File: src/rtl/key_debounce_if.sv
// key_debounce_if -- groups the raw key inputs and debounced key outputs.
//   KEY         : raw push-button levels, active-low, asynchronous
//   key_level   : debounced state, 1 = pressed
//   key_press   : one-cycle pulse per accepted press
//   key_release : one-cycle pulse per accepted release
//   key_repeat  : auto-repeat pulses while held
//   any_pressed : OR of key_level
// master = side that drives KEY; slave = the debouncer.
interface key_debounce_if;
  logic [3:0] KEY;
  logic [3:0] key_level;
  logic [3:0] key_press;
  logic [3:0] key_release;
  logic [3:0] key_repeat;
  logic       any_pressed;

  modport master (
    output KEY,
    input  key_level, key_press, key_release, key_repeat, any_pressed
  );

  modport slave (
    input  KEY,
    output key_level, key_press, key_release, key_repeat, any_pressed
  );
endinterface

File: src/rtl/key_debounce.sv
// key_debounce -- four independent push-button debouncers with press/release
// pulses and auto-repeat.
//   CLK_50A : single clock, rising edge
//   reset   : asynchronous, active-high
//   kb      : key_debounce_if slave (KEY in, level/pulse outputs)
//
// Per-key FSM:
//   state           | meaning
//   RELEASED        | key accepted as up
//   PRESS_PENDING   | raw input says down, counting stable samples
//   PRESSED         | key accepted as down
//   RELEASE_PENDING | raw input says up, counting stable samples
module key_debounce #(
  parameter int unsigned STABLE_CYCLES = 1000000,
  parameter int unsigned REPEAT_DELAY  = 25000000,
  parameter int unsigned REPEAT_PERIOD = 5000000
) (
  input  logic          CLK_50A,
  input  logic          reset,
  key_debounce_if.slave kb
);

  localparam int unsigned SW      = $clog2(STABLE_CYCLES + 1);
  localparam int unsigned REP_MAX = (REPEAT_DELAY > REPEAT_PERIOD) ? REPEAT_DELAY : REPEAT_PERIOD;
  localparam int unsigned RW      = $clog2(REP_MAX + 1);

  // The sample that enters a pending state is the first of the run and the
  // counter starts at zero there, so the run completes when it reads N-2.
  localparam logic [SW-1:0] STB_LAST = SW'(STABLE_CYCLES - 2);
  localparam logic [RW-1:0] DLY_LAST = RW'(REPEAT_DELAY - 1);
  localparam logic [RW-1:0] PER_LAST = RW'(REPEAT_PERIOD - 1);

  typedef enum logic [1:0] {
    RELEASED,
    PRESS_PENDING,
    PRESSED,
    RELEASE_PENDING
  } state_e;

  logic [3:0]    sync1_q;
  logic [3:0]    sync2_q;
  logic [3:0]    raw_pressed;
  state_e        state_q   [4];
  logic [SW-1:0] stb_cnt_q [4];
  logic [RW-1:0] rep_cnt_q [4];
  logic [3:0]    rep_armed_q;
  logic [3:0]    level_q;
  logic [3:0]    press_q;
  logic [3:0]    release_q;
  logic [3:0]    repeat_q;

  // Synchronizer resets to 1 so that keys read as released.
  always_ff @(posedge CLK_50A or posedge reset) begin
    if (reset) begin
      sync1_q <= '1;
      sync2_q <= '1;
    end else begin
      sync1_q <= kb.KEY;
      sync2_q <= sync1_q;
    end
  end

  assign raw_pressed = ~sync2_q;

  always_ff @(posedge CLK_50A or posedge reset) begin
    if (reset) begin
      for (int i = 0; i < 4; i++) begin
        state_q[i]   <= RELEASED;
        stb_cnt_q[i] <= '0;
        rep_cnt_q[i] <= '0;
      end
      rep_armed_q <= '0;
      level_q     <= '0;
      press_q     <= '0;
      release_q   <= '0;
      repeat_q    <= '0;
    end else begin
      press_q   <= '0;
      release_q <= '0;
      repeat_q  <= '0;
      for (int i = 0; i < 4; i++) begin
        // Repeat timer: first interval is REPEAT_DELAY, later ones REPEAT_PERIOD.
        if (level_q[i]) begin
          if (rep_cnt_q[i] == (rep_armed_q[i] ? PER_LAST : DLY_LAST)) begin
            rep_cnt_q[i]   <= '0;
            rep_armed_q[i] <= 1'b1;
            repeat_q[i]    <= 1'b1;
          end else begin
            rep_cnt_q[i] <= rep_cnt_q[i] + RW'(1);
          end
        end

        case (state_q[i])
          RELEASED: begin
            if (raw_pressed[i]) begin
              state_q[i]   <= PRESS_PENDING;
              stb_cnt_q[i] <= '0;
            end
          end
          PRESS_PENDING: begin
            if (!raw_pressed[i]) begin
              state_q[i]   <= RELEASED;
              stb_cnt_q[i] <= '0;
            end else if (stb_cnt_q[i] == STB_LAST) begin
              state_q[i]     <= PRESSED;
              stb_cnt_q[i]   <= '0;
              level_q[i]     <= 1'b1;
              press_q[i]     <= 1'b1;
              rep_cnt_q[i]   <= '0;
              rep_armed_q[i] <= 1'b0;
            end else begin
              stb_cnt_q[i] <= stb_cnt_q[i] + SW'(1);
            end
          end
          PRESSED: begin
            if (!raw_pressed[i]) begin
              state_q[i]   <= RELEASE_PENDING;
              stb_cnt_q[i] <= '0;
            end
          end
          RELEASE_PENDING: begin
            if (raw_pressed[i]) begin
              state_q[i]   <= PRESSED;
              stb_cnt_q[i] <= '0;
            end else if (stb_cnt_q[i] == STB_LAST) begin
              state_q[i]     <= RELEASED;
              stb_cnt_q[i]   <= '0;
              level_q[i]     <= 1'b0;
              release_q[i]   <= 1'b1;
              // A repeat landing on the falling cycle is dropped.
              repeat_q[i]    <= 1'b0;
              rep_cnt_q[i]   <= '0;
              rep_armed_q[i] <= 1'b0;
            end else begin
              stb_cnt_q[i] <= stb_cnt_q[i] + SW'(1);
            end
          end
          default: begin
            state_q[i]   <= RELEASED;
            stb_cnt_q[i] <= '0;
          end
        endcase
      end
    end
  end

  assign kb.key_level   = level_q;
  assign kb.key_press   = press_q;
  assign kb.key_release = release_q;
  assign kb.key_repeat  = repeat_q;
  assign kb.any_pressed = |level_q;

endmodule

File: src/flat_wrapper.sv
// flat-port wrapper written by rule: the top's interface ports become plain ports
module key_debounce_flat 
#(
  parameter int unsigned STABLE_CYCLES = 1000000,
  parameter int unsigned REPEAT_DELAY  = 25000000,
  parameter int unsigned REPEAT_PERIOD = 5000000
)
  (CLK_50A, reset, kb_KEY, kb_key_level, kb_key_press, kb_key_release, kb_key_repeat, kb_any_pressed);
  key_debounce_if kb_i ();
  input  logic CLK_50A;
  input  logic reset;
  input wire logic [$bits(kb_i.KEY)-1:0] kb_KEY;
  output wire logic [$bits(kb_i.key_level)-1:0] kb_key_level;
  output wire logic [$bits(kb_i.key_press)-1:0] kb_key_press;
  output wire logic [$bits(kb_i.key_release)-1:0] kb_key_release;
  output wire logic [$bits(kb_i.key_repeat)-1:0] kb_key_repeat;
  output wire logic [$bits(kb_i.any_pressed)-1:0] kb_any_pressed;
  assign kb_i.KEY = kb_KEY;
  assign kb_key_level = kb_i.key_level;
  assign kb_key_press = kb_i.key_press;
  assign kb_key_release = kb_i.key_release;
  assign kb_key_repeat = kb_i.key_repeat;
  assign kb_any_pressed = kb_i.any_pressed;
  key_debounce #(.STABLE_CYCLES(STABLE_CYCLES), .REPEAT_DELAY(REPEAT_DELAY), .REPEAT_PERIOD(REPEAT_PERIOD)) u_core (.CLK_50A(CLK_50A), .reset(reset), .kb(kb_i));
endmodule
File: config.mk
export PLATFORM = sky130hd
export DESIGN_NAME = key_debounce_flat
export DESIGN_NICKNAME = d
export VERILOG_FILES = /design/src/rtl/key_debounce_if.sv /design/src/rtl/key_debounce.sv /design/src/flat_wrapper.sv
export SDC_FILE = /design/constraint.sdc
export NUM_CORES = 1
export LEC_CHECK = 0
export ABC_AREA = 1
export ABC_CLOCK_PERIOD_IN_PS = 9100
export CAP_MARGIN = 20
export CORE_MARGIN = 1.5
export CORE_UTILIZATION = 35
export CTS_CLUSTER_DIAMETER = 100
export CTS_CLUSTER_SIZE = 16
export DETAILED_ROUTE_END_ITERATION = 10
export SYNTH_ARGS = -nofsm -noshare
export SYNTH_HDL_FRONTEND = slang
export SYNTH_SLANG_ARGS = --single-unit
File: constraint.sdc
create_clock -name CLK_50A -period 9.1 [get_ports CLK_50A]
set_clock_uncertainty 0.1 [all_clocks]
set_input_delay 1.365 -clock CLK_50A [delete_from_list [all_inputs] [get_ports CLK_50A]]
set_output_delay 1.365 -clock CLK_50A [all_outputs]
set_load 0.03 [all_outputs]
## Yosys cells after proc, flatten, opt, wreduce, memory -nomap -nowiden

Cells that the tools add are included.

- Reductions and logical operators: 21
- Eq/ne operators: 52
- Multiplexer cells: 164
- Add/sub/neg operators: 8
- Bitwise logic cells: 1

Operator list:

| operator | number |
|---|---|
| 2-to-1 mux 25 bit | 24 |
| 2-to-1 mux 20 bit | 20 |
| case mux 20 bit (4 select lines) | 4 |
| case mux 25 bit (2 select lines) | 4 |
| adder 25 x 1 -> 25 bit, second input constant | 4 |
| == test 25 bit | 4 |
| adder 20 x 1 -> 20 bit, second input constant | 4 |
| == test 20 bit, second input constant | 4 |
| 2-to-1 mux 1 bit | 76 |
| 2-to-1 mux 2 bit | 24 |
| inequality test 2 x 1 -> 1 bit, second input constant | 16 |
| case mux 2 bit (4 select lines) | 4 |
| AND reduction 5 bit | 4 |
| == test 2 bit, second input constant | 8 |
| inequality test 2 bit, second input constant | 8 |
| case mux 1 bit (2 select lines) | 8 |
| AND reduction 4 bit | 4 |
| inequality test 3 x 1 -> 1 bit, second input constant | 4 |
| inequality test 3 bit, second input constant | 4 |
| == test 2 x 1 -> 1 bit, second input constant | 4 |
| logical NOT 2 bit | 4 |
| AND reduction 2 bit | 4 |
| nonzero test 2 bit | 4 |
| NOT 4 bit | 1 |
| OR reduction 4 bit | 1 |

- Flip-flop bits (word level): 216
- Word-level logic and storage cells: 268
- Input bits: 6

## Longest topological paths before layout

Gate-level depths: netlist (run 1).

- Depth after elaboration: 7
- Mapped depth: 12
- Gate-level depth less buffers: 11

## Least setup slack after synthesis (run 1)

OpenSTA, ideal clock, no wires.

- Path kind: register to output
- Start: register u_core.level_q[2], in the netlist u_core.kb.key_level[2]
- End: output kb_any_pressed
- Arrival time: 1.165 ns
- Stages on the path, launching flop included: 4
- Data required time: 7.635 ns
- Path slack: 6.470 ns
- Cell sequence: dfrtp_1 buf_2 inv_1 nand4_1

- Cells in the longest elaborated chain, start to end: 1

Ends and longest elaborated chain:

| element | RTL line | source |
|---|---|---|
| from (decl) | key_debounce.sv:47 | `logic [3:0] level_q;` |
| from (signal assigned) | key_debounce.sv:73 | `level_q <= '0;` |
| from (signal, indexed assignment) | key_debounce.sv:107 | `level_q[i] <= 1'b1;` |
| from (signal, indexed assignment) | key_debounce.sv:128 | `level_q[i] <= 1'b0;` |
| OR reduction 4 bit | key_debounce.sv:151 | `assign kb.any_pressed = \|level_q;` |
| to (decl) | flat_wrapper.sv:17 | `output wire logic [$bits(kb_i.any_pressed)-1:0] kb_any_pressed;` |

Every way passes these cells.

## Worst setup path after layout (run 1)

- Start: register u_core.level_q[1], in the netlist u_core.kb.key_level[1]
- End: output kb_any_pressed

Same word-level chain as after synthesis.

==> reports/qor.csv, run 1 <==
metric,value,unit
root_buffer,clkbuf_16,
endpoint_kind,output pin,
cts_tree,built,
hold_violations,0,
finalSetupViolCount,0,
grt_pass1_wl,51.4,mm
start_util,35.7,%
cp_slowest_cell,clkdlybuf4s50_1,
synth_nets,1764,
antenna_found_initial,0,
design_area,0.0139,mm2
drt_iter0_drc,718,
met2_usage,26.4,%
place_inst,2207,
power_per_cell_area,142,mW/mm2
die_h,194,um
layout.nets,1783,
ys.flop_type,dfrtp_1,
io-pin-count,23,
cp.arrival,2.32,ns
required,7.64,ns
grt_max_degree,142,
viasPerCell,4.94,
diodes,0,
grt_pass1_vias,10700,
synth_area,0.0127,mm2
rr_endpoint,u_core.rep_cnt_q[84],
status,"complete, but fails checks",
areaGrowthSynthToFinish,8.77,%
ys_ff_latch,216,
rows,69,
grt-ovfl-total,0,
period_needed,3.78,ns
grt.met1_usage,22.2,%
clk_path_buf_depth,3,
final_cell_mix,"390 x nand2_1, 289 x nor2_1, 229 x inv_1",
cts.sinks,216,
ys_top_cells_by_area,"dfrtp_1 41%, nand2_1 11%, nor2_1 8.5%",
routed_wl,28.9,mm
startpoint_type,flip-flop,
core_area,0.0357,mm2
track_usage,15.9,%
ant_nets,0,
avgSynthCellArea,7.30,um2
timing.final.crit_share,41.6,%
synth_top_cell_area_share,40.8,%
max-vdd-ir-drop,153,uV
crit_fanout,12,
busiest_layer,met2,
cpPeakStageDelay,0.71,ns
place_area,0.0134,mm2
dr.pass1.iters,8,
power,1.97,mW
layout_commonest_cell,nand2_1,
tns,0,ns
cts_setup_buffers,0,
wl_per_cell,13.0,um
r2r-start,u_core.kb.key_level[0],
clk_pin_slew,0.07,ns
hold_buffers,0,
gp_congestion,0.879,
route.detailed.drc,1,
worstMarginPinSlew,0.980,ns
die-area,0.0376,mm2
crit_chain,inv_1 -> nand4_1 -> clkdlybuf4s50_1,
ys_async_sr_fraction,100,%
ys_seq_area_share,42.5,%
num_vias,11000,
grtUsageMet3,1.60,%
p_leak,6.14,nW
ff2ff_path_depth,7,
failed_checks,design-rule violations,
die_w,194,um
cts_inserted_buffers,17,
drive_above_1_share,6.99,%
fmax,264,MHz
h-tree-depth,1,
final_cells,2234,
grt_setup_unrepaired,false,
synth_cell_type_count,45,
relSlewSlack,34.7,%
cts_resized,0,
min_path_type,flip-flop to flip-flop,
slew_viol_final,0,
syn_inst,1746,
yosys.area.top_type,dfrtp_1,
synth_edf_count,0,
hpwl,20.9,mm
maxCapViolCount,0,
crit_type,flip-flop to output pin,
io_buffers,22,
r2r_slack,6.88,ns
clk_latency,0.50,ns
cp-endpoint,kb_any_pressed,
yosysWarnings,0,
worstSetupStartpoint,u_core.kb.key_level[1],
state kept, by name (all words and copies together) (netlist names), named ones only:
signal	count
u_core.rep_cnt_q	100
u_core.stb_cnt_q	80
u_core.kb.key_level	4
u_core.kb.key_press	4
u_core.kb.key_release	4
u_core.kb.key_repeat	4
u_core.rep_armed_q	4
u_core.state_q	4
u_core.sync1_q	4
u_core.sync2_q	4
worst min path at each step:
stage | from | to | slack, ns | cells past startpoint
floorplan | u_core.sync1_q[0] | u_core.sync2_q[0] | 0.25 | 0
finish | u_core.sync1_q[3] | u_core.sync2_q[3] | 0.25 | 0
global route | u_core.sync1_q[2] | u_core.sync2_q[2] | 0.25 | 0
CTS | u_core.sync1_q[2] | u_core.sync2_q[2] | 0.25 | 0
detailed placement | u_core.sync1_q[2] | u_core.sync2_q[2] | 0.25 | 0
global placement | u_core.sync1_q[2] | u_core.sync2_q[2] | 0.25 | 0
Yosys cell counts, types with 11 or more instances:
master,instances
o21ai_0,54
dfrtp_1,208
o22ai_1,21
xnor2_1,12
o21ai_1,12
nand4_1,60
nor3_1,74
nor2_4,11
nand2_1,390
nor2_2,21
nand3_1,153
nand2_2,16
ha_1,12
a21oi_1,31
xor2_1,52
nor3_2,15
inv_2,13
inv_1,230
nor2_1,289
cell families (layout without fill, tap and decap cells):
logic type | after synthesis | in the layout | share of synthesized area (%)
AND/OR/NAND/NOR | 1057 | 1057 | 37.9
XOR/XNOR | 64 | 64 | 4.40
flip-flops | 216 | 216 | 42.5
multiplexers | 1 | 1 | 0.0785
AO/OA/AOI/OAI | 129 | 129 | 5.48
buffers and inverters | 267 | 294 | 8.52
adder cells (fa/ha/maj) | 12 | 12 | 1.18
power by group:
group / switching (mW) / internal, mW
Sequential: 0.0409 / 0.993
Combinational: 0.172 / 0.0565
Clock: 0.355 / 0.350
per-stage QoR:
| step | hold WS [ns] | util, % | setup WS [ns] |
|---|---|---|---|
| floorplan | 0.245 | - | 1.74 |
| global route | 0.253 | 38.8 | 5.18 |
| finish | 0.252 | 38.8 | 5.32 |
| CTS | 0.252 | 38.8 | 5.30 |
| detailed placement | 0.248 | 37.5 | 5.27 |
| global placement | 0.246 | 37.5 | 5.31 |
routing by layer:
| layer | up-vias | routed length (um) |
|---|---|---|
| met5 | - | 0 |
| li1 | 5632 | - |
| met2 | 158 | 13300 |
| met4 | 0 | 587 |
| met3 | 39 | 818 |
| met1 | 5197 | 14200 |
critical path: cells and delay by family (launching register included):
kind                   cells  cell delay (ns)
and+or+nand+nor            1             0.25
buffers and inverters      2             0.99
DFF                        1             0.58
layout make-up:
cell class                 instances  area (um2)
inverter                         243         920
sequential                       216        5420
multi-input combinational       1263        6250
clock buffer                      25         455
clock inverter                     2        17.5
fill                            3750       21900
tap                              461         577
timing repair buffer              24         235
Power figures use the tool's default switching activity.
==> inputs of run 2 (changes only) <==
--- a/config.mk
+++ b/config.mk
@@ -6,7 +6,7 @@
 export NUM_CORES = 1
 export LEC_CHECK = 0
 export ABC_AREA = 1
-export ABC_CLOCK_PERIOD_IN_PS = 9100
+export ABC_CLOCK_PERIOD_IN_PS = 3400
 export CAP_MARGIN = 20
 export CORE_MARGIN = 1.5
 export CORE_UTILIZATION = 35
==> constraint.sdc (replaced) <==
create_clock -name CLK_50A -period 3.4 [get_ports CLK_50A]
set_clock_uncertainty 0.1 [all_clocks]
set_input_delay 0.51 -clock CLK_50A [delete_from_list [all_inputs] [get_ports CLK_50A]]
set_output_delay 0.51 -clock CLK_50A [all_outputs]
set_load 0.03 [all_outputs]
==> run 2 against run 1 <==
The run now ends clean. Sequential share of layout area fell by 0.14 points. Via count rose by 0.48%. Largest power group unchanged. Critical path depth did not move. Combinational power rose to 2.7 times the previous value. Die area did not move. Wire length barely moved. Critical path type unchanged. Worst setup slack got worse by 4.8 ns. Cell area rose by 0.36%.
==> reports/qor.csv, run 2 (synthesis results as in run 1) <==
metric,value,unit,change
p_int,3.75,mW,+170%
startpoint_type,flip-flop,,
place_area,0.0134,mm2,+0.38%
hpwl,21.2,mm,+1.3%
die_h,194,um,unchanged
status,"finished, final reports clean",,
switching_share,28.4,%,-0.50 points
top_register,u_core.rep_cnt_q,,
antenna_found_initial,0,,unchanged
drt_iter0_drc,898,,+25%
path_buf_inv,2,,unchanged
root_buffer,clkbuf_16,,
cts.sinks,216,,unchanged
maxCapViolCount,0,,unchanged
route.detailed.drc,0,,-1
diodes,0,,unchanged
cpPeakStageDelay,0.69,ns,-0.02 ns
fmax,349,MHz,
clk_path_buf_depth,3,,unchanged
cts_inserted_buffers,17,,unchanged
cts_setup_buffers,0,,unchanged
cp.arrival,2.26,ns,-0.06 ns
design_area,0.0139,mm2,+0.36%
power_per_cell_area,376,mW/mm2,+170%
layout_commonest_cell,nand2_1,,
slew_viol_final,0,,unchanged
timing.final.crit_share,84.4,%,
grt_pass1_vias,10600,,-1.6%
core_area,0.0357,mm2,unchanged
die-area,0.0376,mm2,unchanged
grt-ovfl-total,0,,unchanged
tns,0,ns,unchanged
rows,69,,unchanged
die_w,194,um,unchanged
endpoint_kind,output pin,,
layout.nets,1787,,+0.22%
grt_setup_unrepaired,false,,
crit_chain,inv_1 -> nand4_1 -> clkdlybuf4s50_1,,
drive_above_1_share,7.20,%,+0.21 points
final_cell_mix,"390 x nand2_1, 289 x nor2_1, 229 x inv_1",,
grt_max_degree,96,,-32%
sequentialPowerShare,52.9,%,+0.4 points
hold_violations,0,,unchanged
p_clk_share,35.4,%,-0.5 points
relSlewSlack,48.2,%,+14 points
net-switching-power,1.48,mW,+160%
max-vdd-ir-drop,243,uV,+59%
clk_pin_slew,0.08,ns,about the same
crit_type,flip-flop to output pin,,
reg_top3,"u_core.rep_cnt_q: 100 flops, u_core.stb_cnt_q: 80 flops",,
io-pin-count,23,,unchanged
cts_resized,0,,unchanged
grt_pass1_wl,50.2,mm,-2.3%
p_leak,6.16,nW,+0.31%
start_util,35.7,%,unchanged
areaGrowthSynthToFinish,9.17,%,
finalSetupViolCount,0,,unchanged
cp_slowest_cell,clkdlybuf4s50_1,,
min_path_type,primary input to asynchronous set/reset pin,,
hold_buffers,0,,unchanged
io_buffers,22,,unchanged
h-tree-depth,1,,unchanged
power,5.23,mW,+170%
period_needed,2.87,ns,
gp_congestion,0.911,,+3.7%
required,2.79,ns,-4.85 ns
dr.pass1.iters,8,,unchanged
wl_per_cell,12.9,um,-0.28%
ant_nets,0,,unchanged
crit_fanout,12,,unchanged
viasPerCell,4.95,,+0.26%
pwr-share-comb,11.7,%,about the same
num_vias,11100,,+0.48%
clk_latency,0.49,ns,about the same
largest_reg_flops,100,,unchanged
path_delay_family,buffers and inverters,,
cts_tree,built,,
routed_wl,28.9,mm,about the same
fillers,3778,,+0.75%
track_usage,15.6,%,-0.30 points
worstMarginPinSlew,0.775,ns,-0.204 ns
==> run 2: changes by cell type in the layout (fill, tap and decap cells not counted), sizes merged <==
cell / change
buf: +4
clkinvlp: +2
clkbuf: +1
clkinv: +1
inv: -3
==> run 2: worst register-to-register path, delay by kind of cell, from the launching register on <==
family	cells	cell delay [ns]
DFF	1	0.60
and+or+nand+nor	7	1.32
==> run 2: routing by layer <==
layer	GRT usage, %	routed length (um)	vias to the layer above	share of wire (%)
met1	21.6	14100	5193	49
li1	-	-	5643	-
met5	0	0	-	0
met2	26.0	13200	205	46
met4	3.56	473	0	1.6
met3	1.77	1160	38	4.0
==> run 2: metrics by stage <==
stage               setup WS (ns)  hold slack (ns)  util (%)  std cells
floorplan                 -0.0156            0.245         -       1746
global placement             1.07            0.247      37.6       2211
detailed placement           1.04            0.247      37.6       2211
CTS                         0.493            0.189      38.9       2239
global route                0.429            0.230      38.9       2239
finish                      0.532            0.207      38.9       2239
==> run 2: cell type report <==
type	count	area [um2]	area share (%)
Timing Repair Buffer	28	290	2.09
Clock buffer	26	459	3.30
Tap cell	461	577	4.14
Inverter	243	916	6.58
Multi-Input combinational cell	1263	6250	44.9
Clock inverter	2	12.5	0.0899
Sequential cell	216	5420	38.9
==> run 2: power by group through the flow <==
| stage | Sequential, mW | Clock, mW | Combinational [mW] |
|---|---|---|---|
| 2_1_floorplan | 2.78 | 0 | 0.499 |
| 3_3_place_gp | 2.81 | 0 | 0.618 |
| 3_5_place_dp | 2.82 | 0 | 0.621 |
| 4_1_cts | 2.77 | 1.95 | 0.629 |
| 5_1_grt | 2.79 | 2.03 | 0.693 |
| 6_report | 2.77 | 1.85 | 0.612 |
==> run 2: path summary, 6_finish.rpt <==
check | startpoint | to | slack, ns | cells after the start
worst min register to register | u_core.sync1_q[0] | u_core.sync2_q[0] | 0.26 | 0
worst max-delay path | u_core.kb.key_level[1] | kb_any_pressed | 0.53 | 3
worst min-delay path | reset | u_core.rep_cnt_q[51] | 0.21 | 2
max in group asynchronous | reset | u_core.rep_cnt_q[80] | 2.21 | 3
worst max register to register | u_core.kb.key_level[0] | u_core.rep_cnt_q[93] | 1.26 | 7
min in group CLK_50A | u_core.sync1_q[0] | u_core.sync2_q[0] | 0.26 | 0
